--- src/rtl/modmul_check_pkg.sv ---
// Purpose : shared constants and types for the modular-arithmetic blocks (GCD/inverse producer, modmul consumer).
// Latency : n/a (package only).
// Backpressure: n/a.
//
// Contents:
//   DEFAULT_WIDTH : default operand/modulus width in bits
//   state_t       : modmul FSM state encoding
package modmul_check_pkg;

  localparam int DEFAULT_WIDTH = 8;

  typedef enum logic [1:0] {
    IDLE = 2'b00,
    RUN  = 2'b01,
    DONE = 2'b10
  } state_t;

endpackage

--- src/rtl/modmul_step.sv ---
// Purpose : one interleaved shift-and-add step, acc' = (2*acc + bit*a) mod m.
// Latency : combinational.
// Backpressure: none; pure function of its inputs.
//
// Ports:
//   acc      : current accumulator, must be < m
//   a        : multiplicand, must be < m
//   m        : modulus
//   bit_in   : current multiplier bit
//   next_acc : reduced accumulator, always < m
module modmul_step #(
  parameter int WIDTH = 8
) (
  input  logic [WIDTH-1:0] acc,
  input  logic [WIDTH-1:0] a,
  input  logic [WIDTH-1:0] m,
  input  logic             bit_in,
  output logic [WIDTH-1:0] next_acc
);

  logic [WIDTH:0] m_ext;
  logic [WIDTH:0] dbl;
  logic [WIDTH:0] dbl_red;
  logic [WIDTH:0] sum;
  logic [WIDTH:0] sum_red;

  // acc < m and a < m keep every intermediate below 2m, which fits in
  // WIDTH+1 bits, so a single conditional subtract after each operation is
  // enough to bring the value back under m.
  always_comb begin
    m_ext   = {1'b0, m};
    dbl     = {acc, 1'b0};
    dbl_red = (dbl >= m_ext) ? (dbl - m_ext) : dbl;
    sum     = bit_in ? (dbl_red + {1'b0, a}) : dbl_red;
    sum_red = (sum >= m_ext) ? (sum - m_ext) : sum;
  end

  // Top bit of sum_red is always zero after reduction.
  assign next_acc = sum_red[WIDTH-1:0];

  logic unused_msb;
  assign unused_msb = sum_red[WIDTH];

endmodule

--- src/rtl/modmul_check.sv ---
// Purpose : sequential (a*b) mod m, one multiplier bit per cycle MSB first; flags result==1 for inverse checks.
// Latency : WIDTH+1 cycles from accepted start to done (1 cycle on operand error).
// Backpressure: start is sampled only in IDLE; requests while busy or in DONE are dropped.
//
// Ports:
//   clk, rst       : clock, asynchronous active-high reset
//   start          : operation request, honoured only in IDLE
//   data_a/b/m     : multiplicand, multiplier, modulus (captured on accept)
//   busy           : high during the WIDTH RUN cycles
//   done           : one-cycle pulse when result/is_one/err are valid
//   result, is_one : (a*b) mod m and (result == 1), held until next DONE
//   err            : operand check failed (m<2, a>=m or b>=m)
module modmul_check
  import modmul_check_pkg::*;
#(
  parameter int WIDTH = DEFAULT_WIDTH
) (
  input  logic             clk,
  input  logic             rst,
  input  logic             start,
  input  logic [WIDTH-1:0] data_a,
  input  logic [WIDTH-1:0] data_b,
  input  logic [WIDTH-1:0] data_m,
  output logic             busy,
  output logic             done,
  output logic [WIDTH-1:0] result,
  output logic             is_one,
  output logic             err
);

  localparam int CW = (WIDTH > 2) ? $clog2(WIDTH) : 1;
  localparam logic [CW-1:0] CNT_INIT = CW'(WIDTH - 1);

  state_t state_q;
  state_t state_d;

  logic [WIDTH-1:0] a_q;
  logic [WIDTH-1:0] b_q;
  logic [WIDTH-1:0] m_q;
  logic [WIDTH-1:0] acc_q;
  logic [CW-1:0]    cnt_q;
  logic [WIDTH-1:0] step_acc;
  logic             op_ok;
  logic             last_bit;

  assign op_ok = (data_m >= WIDTH'(2)) && (data_a < data_m) && (data_b < data_m);
  assign last_bit = (cnt_q == '0);

  modmul_step #(
    .WIDTH(WIDTH)
  ) u_step (
    .acc      (acc_q),
    .a        (a_q),
    .m        (m_q),
    .bit_in   (b_q[cnt_q]),
    .next_acc (step_acc)
  );

  // State register
  always_ff @(posedge clk or posedge rst) begin
    if (rst) begin
      state_q <= IDLE;
    end else begin
      state_q <= state_d;
    end
  end

  // Next-state logic; a failed operand check skips RUN entirely.
  always_comb begin
    state_d = state_q;
    unique case (state_q)
      IDLE: begin
        if (start) begin
          state_d = op_ok ? RUN : DONE;
        end
      end
      RUN: begin
        if (last_bit) begin
          state_d = DONE;
        end
      end
      DONE:    state_d = IDLE;
      default: state_d = IDLE;
    endcase
  end

  // Output decode
  always_comb begin
    busy = 1'b0;
    done = 1'b0;
    unique case (state_q)
      RUN:     busy = 1'b1;
      DONE:    done = 1'b1;
      default: begin
        busy = 1'b0;
        done = 1'b0;
      end
    endcase
  end

  // Operand capture, accumulator/counter and held result registers.
  always_ff @(posedge clk or posedge rst) begin
    if (rst) begin
      a_q    <= '0;
      b_q    <= '0;
      m_q    <= '0;
      acc_q  <= '0;
      cnt_q  <= '0;
      result <= '0;
      is_one <= 1'b0;
      err    <= 1'b0;
    end else begin
      unique case (state_q)
        IDLE: begin
          if (start) begin
            if (op_ok) begin
              a_q   <= data_a;
              b_q   <= data_b;
              m_q   <= data_m;
              acc_q <= '0;
              cnt_q <= CNT_INIT;
              err   <= 1'b0;
            end else begin
              err    <= 1'b1;
              result <= '0;
              is_one <= 1'b0;
            end
          end
        end
        RUN: begin
          acc_q <= step_acc;
          if (last_bit) begin
            result <= step_acc;
            is_one <= (step_acc == WIDTH'(1));
          end else begin
            cnt_q <= cnt_q - CW'(1);
          end
        end
        default: begin
          acc_q <= acc_q;
        end
      endcase
    end
  end

endmodule

--- config.mk ---
export PLATFORM = sky130hd
export DESIGN_NAME = modmul_check
export DESIGN_NICKNAME = d
export VERILOG_FILES = /design/src/rtl/modmul_check_pkg.sv /design/src/rtl/modmul_step.sv /design/src/rtl/modmul_check.sv
export SDC_FILE = /design/constraint.sdc
export NUM_CORES = 1
export LEC_CHECK = 0
export CAP_MARGIN = 10
export CORE_MARGIN = 5
export CORE_UTILIZATION = 50
export CTS_BUF_LIST = sky130_fd_sc_hd__clkbuf_4
export CTS_CLUSTER_DIAMETER = 40
export DETAILED_ROUTE_END_ITERATION = 16
export GPL_TIMING_DRIVEN = 0
export PLACE_DENSITY = 0.71
export SYNTH_ARGS = -nofsm -noshare
export SYNTH_HDL_FRONTEND = slang
export SYNTH_SLANG_ARGS = --single-unit
--- constraint.sdc ---
create_clock -name clk -period 6.22 [get_ports clk]
set_input_delay 1.244 -clock clk [delete_from_list [all_inputs] [get_ports clk]]
set_output_delay 1.244 -clock clk [all_outputs]
set_load 0.005 [all_outputs]
==> results_dict.tcl <==
set metrics [dict create \
    antennaDiodeCount 0 \
    ios 39 \
    finalCritPeriodShare_pct 92.9 \
    grt_first_pass_wirelength_um 14100 \
    drt-wirelength-per-cell_um 16.2 \
    async_flop_share_pct 100 \
    seq_area_um2 1180 \
    core_um2 7140 \
    die_h_um 94.8 \
    avgSynthCellArea_um2 9.67 \
    drc_errors 0 \
    synthCells 372 \
    drtIter0Drc 165 \
    clkLatencyLatePin_ps 360 \
    cts-root-buf "clkbuf_4" \
    vias 2902 \
    start_util_pct 50.4 \
    gr-usage-all-layers_pct 20.1 \
    finalSetupViolCount 0 \
    relSlewSlack_pct 40.0 \
    hpwlAfterDp_um 6960 \
    fillers 620 \
    min_period_ps 5780 \
    finalMaxSlewViolations 0 \
    gp_congestion 0.931 \
    drive_gt1_share_pct 12.7 \
    die-area_um2 8990 \
    startpoint_type "flop" \
    synth_edf_count 0 \
    cp_top_family "compound AO/OA/AOI/OAI gates" \
    synth_top_area_cell "dfrtp_1" \
    synthToLayoutAreaGrowth_pct 17.5 \
    final_common_cell "dfrtp_1" \
    synth_area_leaders "dfrtp_1 (33%), ha_1 (14%), mux2_2 (7.8%)" \
    yosysSeqAreaShare_pct 32.7 \
    worst_pin_slew_ps 893 \
    htreeDepth 2 \
    finClkSkew_ps 10.2 \
    rows 31 \
    nNetsFinal 494 \
    die_w_um 94.8 \
    clkSinkCount 47 \
    syn_nets 443 \
    status "completed" \
    grt_max_degree 28 \
    rsz0062_at_grt "false" \
    firstDrtPassIters 4 \
    antenna_found_initial 0 \
    slowest_delay_ps 430 \
    endpoint_kind "flop" \
    final_core_util_pct 59.2 \
    max_cap_viol_count 0 \
    layout.cells.most_common_list "dfrtp_1 (47), ha_1 (41), clkdlybuf4s50_1 (38)" \
    multiInputGateArea_um2 2300 \
    cts_tree "built" \
    numCtsBuffers 5 \
    numPortBuffers 38 \
    wl_um 8460 \
    path_class "flop to flop" \
    ys_ff_latch 47 \
    holdCritPathClass "flop to flop" \
    synth_top_area_share_pct 32.7 \
    fmax_ghz 0.173 \
    crit_arrival_ps 6070 \
    route.antenna.remaining_nets 0 \
    crit_slowest_cell "dfrtp_1" \
    clk_pin_slew_worst_paths_ps 140 \
    timing.critical_path.fanout_max 10 \
    clockBufferDepth 2 \
    required_ps 6510 \
    finalHoldViolCount 0 \
    gr-total-overflow 0 \
    yosysWarnings 0 \
    ys_types 52 \
    grt_pass1_vias 2893 \
    ys.flop_type "dfrtp_1" \
    cp_num_buf_inv 6 \
    netlist_area_um2 3600 \
    vias_per_cell 5.55 \
]
stage by stage:
stage	std cells	cell area [µm²]	setup TNS [ps]	worst slack [ps]	hold WS [ps]
2_1_floorplan	372	3600	0	772	466
3_3_place_gp	509	4100	-31.3	-31.3	461
3_5_place_dp	510	4120	-101	-101	466
4_1_cts	518	4180	0	25.0	499
5_1_grt	523	4230	0	12.4	543
6_report	523	4230	0	441	497
repair_timing:
action	CTS	global route
setup endpoints to repair	2	17
resized for setup	1	2
pin swaps	0	3
setup buffers	0	5
gates cloned	0	0
hold buffers	0	0
endpoints found under the hold margin	0	0
per-layer routing:
metal | vias to the layer above | GRT usage, % | routed length, µm
li1 | 1436 | - | -
met1 | 1394 | 25.8 | 3800
met2 | 62 | 35.3 | 4210
met3 | 10 | 2.63 | 283
met4 | 0 | 5.89 | 163
met5 | - | 0 | 0
final cells by class:
class,count,area share [%]
well taps,99,2.93
flip-flops and latches,47,27.8
clock inverters,3,0.415
repair buffers,44,10.4
clock buffers,5,0.888
multi-input cells,291,54.3
plain buffers,7,0.829
inverters,27,2.40
registers in the layout, summed over array words and instances, names as in the netlist:
signal and count:
a_q 8, acc_q 8, b_q 8, m_q 8, result 8, cnt_q 3, state_q 2, err 1
is_one 1
tightest hold or removal path, delay by kind of cell (launching register included):
family	cells	cell delay (ps)
flip-flops	1	370
AND/OR/NAND/NOR	2	110
kinds of logic (layout without fill, tap and decap cells):
logic type | after synthesis | in the layout | share of synthesized area, %
fa+ha+maj | 44 | 44 | 15.9
simple gates | 109 | 109 | 15.0
compound gates | 84 | 84 | 15.8
buf+inv | 34 | 86 | 3.79
xor+xnor | 17 | 17 | 4.35
flops | 47 | 47 | 32.7
mux | 37 | 37 | 12.4
synthesized netlist by cell type (4+ instances only):
library cell and number:
nand2_1 37, xnor2_1 11, mux2i_1 9, a21oi_1 18, xor2_1 5, nor4_1 4, nor3_1 7, a21o_1 11
mux2_2 25, ha_1 41, o21ai_0 20, nand3_1 5, nand2b_1 8, dfrtp_1 47, inv_1 27, nor2_1 28
clkbuf_1 5, nor2b_1 7, nand4_1 4, o21a_1 4, o21ai_1 7
final timing paths:
path                                 from        end  slack (ps)  cells past startpoint
worst max register to register     m_q[1]     is_one         440                     29
worst min register to register  result[0]  result[0]         500                      2
min in group asynchronous             rst   cnt_q[1]        1180                      2
worst min-delay path            result[0]  result[0]         500                      2
worst max-delay path               m_q[1]     is_one         440                     29
max in group asynchronous             rst     m_q[0]        4520                      3
Power is not shown: default switching activity piles up to over one toggle a cycle in this logic, so the estimate is an artifact.
